$ cat config.mk
export PLATFORM = sky130hd
export DESIGN_NAME = mem_ctrl
export DESIGN_NICKNAME = d
export VERILOG_FILES = /design/src/rtl/mem_ctrl.sv
export SDC_FILE = /design/constraint.sdc
export NUM_CORES = 1
export LEC_CHECK = 0
export ABC_CLOCK_PERIOD_IN_PS = 6800
export CAP_MARGIN = 40
export CORE_MARGIN = 3
export CORE_UTILIZATION = 52
export CTS_CLUSTER_DIAMETER = 80
export DETAILED_ROUTE_END_ITERATION = 10
export GPL_ROUTABILITY_DRIVEN = 1
export PLACE_DENSITY = 0.91
export SLEW_MARGIN = 20
export SYNTH_ARGS = -nofsm -noshare
export SYNTH_HDL_FRONTEND = slang
export SYNTH_SLANG_ARGS = --single-unit
$ cat constraint.sdc
create_clock -name clk -period 6.8 [get_ports clk]
set_input_delay 0.68 -clock clk [delete_from_list [all_inputs] [get_ports clk]]
set_output_delay 0.68 -clock clk [all_outputs]
set_load 0.02 [all_outputs]
$ cat src/rtl/mem_ctrl.sv
// mem_ctrl: arbitrates I-cache word fetches against load/store requests and
// sequences each grant as a 1/2/4-byte burst on the byte-wide RAM/IO port.
module mem_ctrl #(
  parameter logic [31:0] IO_BASE = 32'h30000
) (
  input  logic        clk,
  input  logic        rst,
  input  logic        rdy,
  input  logic        ic_ena,
  input  logic [31:0] ic_addr,
  output logic        ic_valid,
  output logic [31:0] ic_data,
  input  logic        ls_ena,
  input  logic        ls_wr,
  input  logic [31:0] ls_addr,
  input  logic [1:0]  ls_size,
  input  logic [31:0] ls_wdata,
  output logic        ls_valid,
  output logic [31:0] ls_rdata,
  input  logic [7:0]  mem_din,
  output logic [7:0]  mem_dout,
  output logic [31:0] mem_a,
  output logic        mem_wr,
  input  logic        io_buffer_full
);

  localparam int unsigned AW = 32;
  localparam int unsigned DW = 32;
  localparam int unsigned BW = 8;
  localparam int unsigned CW = 3;

  localparam logic OWN_IC = 1'b0;
  localparam logic OWN_LS = 1'b1;

  typedef enum logic [1:0] {
    IDLE = 2'd0,
    RD   = 2'd1,
    WR   = 2'd2
  } state_t;

  state_t        state_q, state_d;
  logic          owner_q, owner_d;
  logic          last_q, last_d;
  logic [AW-1:0] base_q, base_d;
  logic [CW-1:0] n_q, n_d;
  logic [CW-1:0] cnt_q, cnt_d;
  logic [DW-1:0] wdata_q, wdata_d;
  logic [DW-1:0] result_q, result_d;
  logic [AW-1:0] mem_a_q, mem_a_d;
  logic [BW-1:0] mem_dout_q, mem_dout_d;
  logic          mem_wr_q, mem_wr_d;
  logic          ic_valid_q, ic_valid_d;
  logic          ls_valid_q, ls_valid_d;

  logic          grant_ls, grant_ic;
  logic [AW-1:0] grant_addr;
  logic [AW-1:0] wr_addr;
  logic [CW-1:0] ls_n;
  logic [1:0]    cap_idx;

  // Round-robin grant: on a tie the requester that did not win last time goes.
  always_comb begin
    grant_ls   = ls_ena && (!ic_ena || (last_q == OWN_IC));
    grant_ic   = ic_ena && !grant_ls;
    grant_addr = grant_ls ? ls_addr : ic_addr;
    case (ls_size)
      2'b00:   ls_n = CW'(1);
      2'b01:   ls_n = CW'(2);
      default: ls_n = CW'(4);
    endcase
    wr_addr = base_q + AW'(cnt_q);
    cap_idx = 2'(cnt_q - CW'(2));
  end

  // In RD, cnt_q is the edge index since grant; in WR, it counts bytes launched.
  always_comb begin
    state_d    = state_q;
    owner_d    = owner_q;
    last_d     = last_q;
    base_d     = base_q;
    n_d        = n_q;
    cnt_d      = cnt_q;
    wdata_d    = wdata_q;
    result_d   = result_q;
    mem_a_d    = '0;
    mem_dout_d = '0;
    mem_wr_d   = 1'b0;
    ic_valid_d = 1'b0;
    ls_valid_d = 1'b0;

    case (state_q)
      IDLE: begin
        if (grant_ic || grant_ls) begin
          base_d   = grant_addr;
          n_d      = grant_ls ? ls_n : CW'(4);
          wdata_d  = ls_wdata;
          owner_d  = grant_ls ? OWN_LS : OWN_IC;
          last_d   = grant_ls ? OWN_LS : OWN_IC;
          result_d = '0;
          cnt_d    = CW'(1);
          if (grant_ls && ls_wr) begin
            state_d = WR;
            if ((grant_addr >= IO_BASE) && io_buffer_full) begin
              cnt_d = '0;
            end else begin
              mem_wr_d   = 1'b1;
              mem_a_d    = grant_addr;
              mem_dout_d = ls_wdata[BW-1:0];
            end
          end else begin
            state_d = RD;
            mem_a_d = grant_addr;
          end
        end
      end

      RD: begin
        if (cnt_q < n_q) begin
          mem_a_d = base_q + AW'(cnt_q);
        end
        if (cnt_q >= CW'(2)) begin
          result_d[{cap_idx, 3'b000} +: BW] = mem_din;
        end
        if (cnt_q == (n_q + CW'(1))) begin
          ic_valid_d = (owner_q == OWN_IC);
          ls_valid_d = (owner_q == OWN_LS);
          state_d    = IDLE;
        end else begin
          cnt_d = cnt_q + CW'(1);
        end
      end

      WR: begin
        if (cnt_q == n_q) begin
          ls_valid_d = 1'b1;
          state_d    = IDLE;
        end else if (!((wr_addr >= IO_BASE) && io_buffer_full)) begin
          mem_wr_d   = 1'b1;
          mem_a_d    = wr_addr;
          mem_dout_d = wdata_q[{cnt_q[1:0], 3'b000} +: BW];
          cnt_d      = cnt_q + CW'(1);
        end
      end

      default: state_d = IDLE;
    endcase
  end

  always_ff @(posedge clk) begin
    if (!rst) begin
      state_q    <= IDLE;
      owner_q    <= OWN_IC;
      last_q     <= OWN_IC;
      base_q     <= '0;
      n_q        <= '0;
      cnt_q      <= '0;
      wdata_q    <= '0;
      result_q   <= '0;
      mem_a_q    <= '0;
      mem_dout_q <= '0;
      mem_wr_q   <= 1'b0;
      ic_valid_q <= 1'b0;
      ls_valid_q <= 1'b0;
    end else if (rdy) begin
      state_q    <= state_d;
      owner_q    <= owner_d;
      last_q     <= last_d;
      base_q     <= base_d;
      n_q        <= n_d;
      cnt_q      <= cnt_d;
      wdata_q    <= wdata_d;
      result_q   <= result_d;
      mem_a_q    <= mem_a_d;
      mem_dout_q <= mem_dout_d;
      mem_wr_q   <= mem_wr_d;
      ic_valid_q <= ic_valid_d;
      ls_valid_q <= ls_valid_d;
    end
  end

  assign ic_valid = ic_valid_q;
  assign ls_valid = ls_valid_q;
  assign ic_data  = result_q;
  assign ls_rdata = result_q;
  assign mem_a    = mem_a_q;
  assign mem_dout = mem_dout_q;
  assign mem_wr   = mem_wr_q;

endmodule

## Yosys cells after proc, flatten, opt, wreduce, memory -nomap -nowiden

Index checks and enable logic that the tools add are counted.

- Reduce and logical (&&, ||, !) cells: 17
- Equal/unequal tests: 12
- $lt $le $gt $ge: 4
- $add $sub $neg: 5
- Mux-type cells: 44
- Bitwise gates (word level): 1
- Shifts and indexed selects: 3

Operators with widths:

| kind | count |
|---|---|
| two-way mux 32 bit | 9 |
| case mux 32 bit (3 select lines) | 1 |
| greater-or-equal comparator 32 x 18 -> 1 bit, second input constant | 2 |
| case mux 32 bit (2 select lines) | 1 |
| two-way mux 8 bit | 5 |
| adder 32 x 3 -> 32 bit | 1 |
| bitwise mux 32 bit | 1 |
| variable shift 8 x 7 -> 32 bit, first input constant | 1 |
| variable part select 32 x 6 -> 8 bit | 1 |
| variable part select 8 x 7 -> 32 bit | 1 |
| case mux 8 bit (2 select lines) | 1 |
| two-way mux 3 bit | 5 |
| inequality test 2 bit, second input constant | 7 |
| two-way mux 1 bit | 12 |
| case mux 3 bit (3 select lines) | 1 |
| two-way mux 2 bit | 4 |
| AND reduction 4 bit | 2 |
| negator 5 -> 7 bit | 1 |
| adder 3 x 1 -> 3 bit, second input constant | 2 |
| equality test 3 bit | 2 |
| case mux 2 bit (3 select lines) | 1 |
| case mux 3 bit (2 select lines) | 1 |
| AND reduction 6 bit | 1 |
| logical AND 1 bit | 5 |
| other kinds (13) | 18 |

- Bits in registers: 148
- Bits of input ports: 113
- Output and inout bits: 107
- Word-level logic and storage cells: 98

## Longest topological paths before layout

- Depth in word-level cells: 10
- Gate-level depth with buffers: 12
- Depth with buffers taken out: 11

## Worst setup path before layout

No wires, ideal clock.

- Path type: register to register
- From: register cnt_q[1]
- To: register cnt_q[0]
- Arrival: 3.484 ns
- Path slack: 3.241 ns
- Data required time: 6.726 ns
- Period minus slack after synthesis: 3.559 ns
- Cell stages (with the launch flop): 12
- Path buffers: 1
- Setup time: 0.074 ns
- Path through: dfxtp_1 buf_1 inv_1 fa_1 nor2b_1 o211ai_2 or4_1 a211oi_1 nand4_1 o211a_1 or4_1 a31oi_1

- Cells in the longest elaborated chain, start to end: 5
- Elaborated cells between the ends (all ways): 9
- Those cells by class: add/sub (1); order compare (1); eq/ne (5); reduce/logical (2)

RTL lines:

| what | line | RTL |
|---|---|---|
| from (decl) | 46 | `logic [CW-1:0] cnt_q, cnt_d;` |
| from (signal assigned) | 170 | `cnt_q <= cnt_d;` |
| adder 32 x 3 -> 32 bit | 71 | `wr_addr = base_q + AW'(cnt_q);` |
| greater-or-equal comparator 32 x 18 -> 1 bit | 137 | `end else if (!((wr_addr >= IO_BASE) && io_buffer_full)) begin` |
| logical AND 1 bit | 137 |  |
| inequality test 2 bit (no source line) | n/a |  |
| AND reduction 6 bit (no source line) * | n/a |  |

Mark *: on every way between the ends. The rest lies on a longest branch, timed or not.
A chain may end at the register's enable or synchronous reset.

## Worst setup path in the final report

- From: register cnt_q[1]
- To: register mem_dout_q[5], in the netlist mem_dout[5]

- Cells in the longest elaborated chain, start to end: 6
- Elaborated cells between the ends (all ways): 8
- Those cells by class: add/sub (1); order compare (1); eq/ne (1); shift (1); mux (3); reduce/logical (1)

RTL lines:

| what | line | RTL |
|---|---|---|
| adder 32 x 3 -> 32 bit | 71 |  |
| greater-or-equal comparator 32 x 18 -> 1 bit | 137 |  |
| logical AND 1 bit | 137 |  |
| two-way mux 8 bit | 137 |  |
| two-way mux 8 bit * | 134 | `if (cnt_q == n_q) begin` |
| case mux 8 bit (2 select lines) * | 91 | `case (state_q)` |
| to (signal assigned) | 174 | `mem_dout_q <= mem_dout_d;` |
| to (decl) | 50 | `logic [BW-1:0] mem_dout_q, mem_dout_d;` |

Marks and branches as above.

==> metrics.yaml <==
die:
  ios: 220
  die-area_sq_um: 16400
  core_area_sq_um: 14200
  die_h_um: 128
  start_util: 0.545
  die_w_um: 128
  num_rows: 43
sta:
  slew_violations: 0
  relSlewSlack: 0.399
  period_needed_ns: 4.00
  grt_setup_unrepaired: "no"
  fin_setup_tns_ns: 0
  period_share: 0.589
  setup-violations-final: 0
  hold_violations: 0
  worst_slew_pin_slew_ns: 0.897
  finClkSkew_ns: 0.00834
  fmax_mhz: 250
  layout_setup_ws_ns: 2.80
setup_path:
  r2r_start: "cnt_q[1]"
  required_ns: 7.16
  crit_family: "compound AO/OA/AOI/OAI gates"
  crit_path_cell_trace: "inv_1 -> fa_1 -> nor2b_1 -> o211ai_2 -> or4_1 -> a211oi_1 -> nand4_1 -> o21ai_1 -> nand4_1 -> a21oi_1"
  ff2ff_setup_slack_ns: 2.80
  slowest_stage: "dfxtp_1"
  critPathKind: "reg -> reg"
  crit_fanout: 16
  end_kind: "flop"
  reg2reg_to: "mem_dout[5]"
  rr_worst_depth: 10
  cp.arrival_ns: 4.36
  cp-start-kind: "flop"
  critPathCapture: "mem_dout[5]"
  path_buf_inv: 1
  cpPeakStageDelay_ns: 0.78
  crit_top_cell: "nand4_1"
  setup.worst_path.start: "cnt_q[1]"
  cp.depth: 10
flow_run:
  drv_cap: 0
status:
  status: "completed"
route:
  wire_per_inst_um: 18.0
  dr.pass1.iters: 5
  vias: 7896
  drc: 0
  drt-initial-drc-count: 697
  routed_via_density: 6.00
  ant_nets: 0
  wl_um: 23600
placed_design:
  dp_hpwl_um: 17200
  postPlaceCellArea_sq_um: 9790
  io_buffers: 219
  globalplace.congestion: 0.962
  preCtsSetupSlack_ns: 2.69
global_routing:
  gr-total-overflow: 0
  grt_pass1_vias: 7773
  grt_pass1_wl_um: 37800
  grt_max_degree: 78
  grt_antenna_before_repair: 0
  track_usage: 0.283
synthesis:
  synth_edf_count: 0
  ys.flop_type: "dfxtp_1"
  synth.ff_latch_count: 148
  ys_seq_area_frac: 0.383
  yosys_warnings: 0
  synthCells: 966
  syn_nets: 1095
  syn_area_per_cell_sq_um: 8.02
  async_flop_share: 0
  synthesis.area_sq_um: 7740
  netlist-cell-type-count: 56
finish:
  post-route-util: 0.735
  stdcell_area_sq_um: 10400
  diodes: 0
  drive_gt1_frac: 0.0555
  nNetsFinal: 1252
  area_growth_pct: 34.8
clocking:
  htreeDepth: 4
  cts-root-buf: "clkbuf_16"
  cts_made_buffers: 17
  cts_setup_buffers: 0
  clock_path_buffers: 2
  cts_hold_buf: 0
  clkTransAtPathRegs_ns: 0.06
  clk_latency_ns: 0.43
  clkSinkCount: 148
  ctsResizeCount: 0
  cts_tree: "yes"
hold_path:
  hold_start: "wdata_q[7]"
  hp-class: "reg -> reg"
power:
  power.density_nw_per_um2: 230
  peakVddDrop_mv: 0.185
  p_leak_nw: 3.73
  finalPower_mw: 2.40
power breakdown:
group          switching, mW  internal (mW)  total (mW)
sequential            0.0550          0.920       0.975
combinational          0.245          0.200       0.445
clock                  0.364          0.612       0.976
synth_stat cells (15+ instances only):
master	number	share of area
a22oi_1	17	0.016
o21ai_0	69	0.045
nor4_1	16	0.013
dfxtp_1	148	0.38
nand2_1	108	0.052
mux2i_1	33	0.043
a21oi_1	102	0.066
nor2_1	112	0.054
nand3_1	30	0.019
clkbuf_1	48	0.023
nand4_1	29	0.023
xnor2_1	16	0.018
a211oi_1	38	0.037
ha_1	15	0.024
buf_4	32	0.031
inv_1	19	0.0092
per-stage QoR:
step                      cells  hold WS, ns
after detailed placement   1282        0.448
after CTS                  1313        0.456
after global routing       1315        0.479
after global placement     1280        0.441
final                      1315        0.455
after floorplan             966        0.433
logic make-up (layout without fill, tap and decap cells):
group           after synthesis  in the layout  synth area share
buf+inv                     112            281            0.0711
compound gates              272            272             0.213
fa+ha+maj                    16             16            0.0268
xor+xnor                     26             26            0.0294
mux                          43             43            0.0688
simple gates                349            349             0.209
flops                       148            148             0.383
worst min-delay path by stage:
stage / endpoint / slack, ns / cells past startpoint
2_1_floorplan: wdata_q[16] / 0.43 / 2
3_5_place_dp: wdata_q[7] / 0.45 / 2
3_3_place_gp: wdata_q[2] / 0.44 / 2
5_1_grt: wdata_q[13] / 0.48 / 2
4_1_cts: wdata_q[7] / 0.46 / 2
6_report: wdata_q[7] / 0.46 / 2
tightest hold or removal path: stages (launching register included):
cell and delay [ns]:
dfxtp_1 0.31, nand2_1 0.05, a21oi_1 0.05
metal layers:
| layer | GRT usage | vias up | wire, um |
|---|---|---|---|
| li1 | - | 3759 | - |
| met1 | 0.340 | 3681 | 9200 |
| met2 | 0.490 | 397 | 11900 |
| met3 | 0.0579 | 59 | 1950 |
| met5 | 0 | - | 0 |
| met4 | 0.124 | 0 | 633 |
cells in the final DEF, fill, tap and decap left out, types with 3 or more instances in the layout:
cell             instances
o21ai_0                 68
nor3_1                   9
ha_1                    15
and2_1                   3
mux4_2                   8
nor2_1                 111
nand2b_1                 4
o211a_1                  4
or4_1                    4
clkinvlp_4               3
o221ai_1                 7
a31oi_1                  4
or3_1                    4
and3_1                   5
xor2_1                  10
o21ai_1                  4
mux2i_1                 33
a21o_1                   3
nor4_1                  16
dfxtp_1                148
bufinv_16                4
o21a_1                   3
nand4_1                 29
clkbuf_16               17
nand3_1                 30
a211oi_1                38
nor2b_1                 12
xnor2_1                 16
nand2_1                108
buf_4                    7
a21oi_1                101
o31a_1                   5
or2_2                    4
a22oi_1                 17
clkinv_2                 3
inv_1                   19
clkdlybuf4s50_1        218
and4_1                   5
cell type report:
cell class                      count  area, sq um
Clock buffer                       19          433
Clock inverter                     12          179
Fill cell                        1073         3770
Inverter                           20         76.3
Multi-Input combinational cell    706         4250
Sequential cell                   148         2960
Tap cell                          180          225
Timing Repair Buffer              230         2310
registers in the layout, summed over array words and instances (netlist names):
signal / cells
base_q: 32
cnt_q: 3
ic_data: 32
ic_valid: 1
last_q: 1
ls_valid: 1
mem_a: 32
mem_dout: 8
mem_wr: 1
n_q: 3
state_q: 2
wdata_q: 32
(Power assumes the default switching activity.)
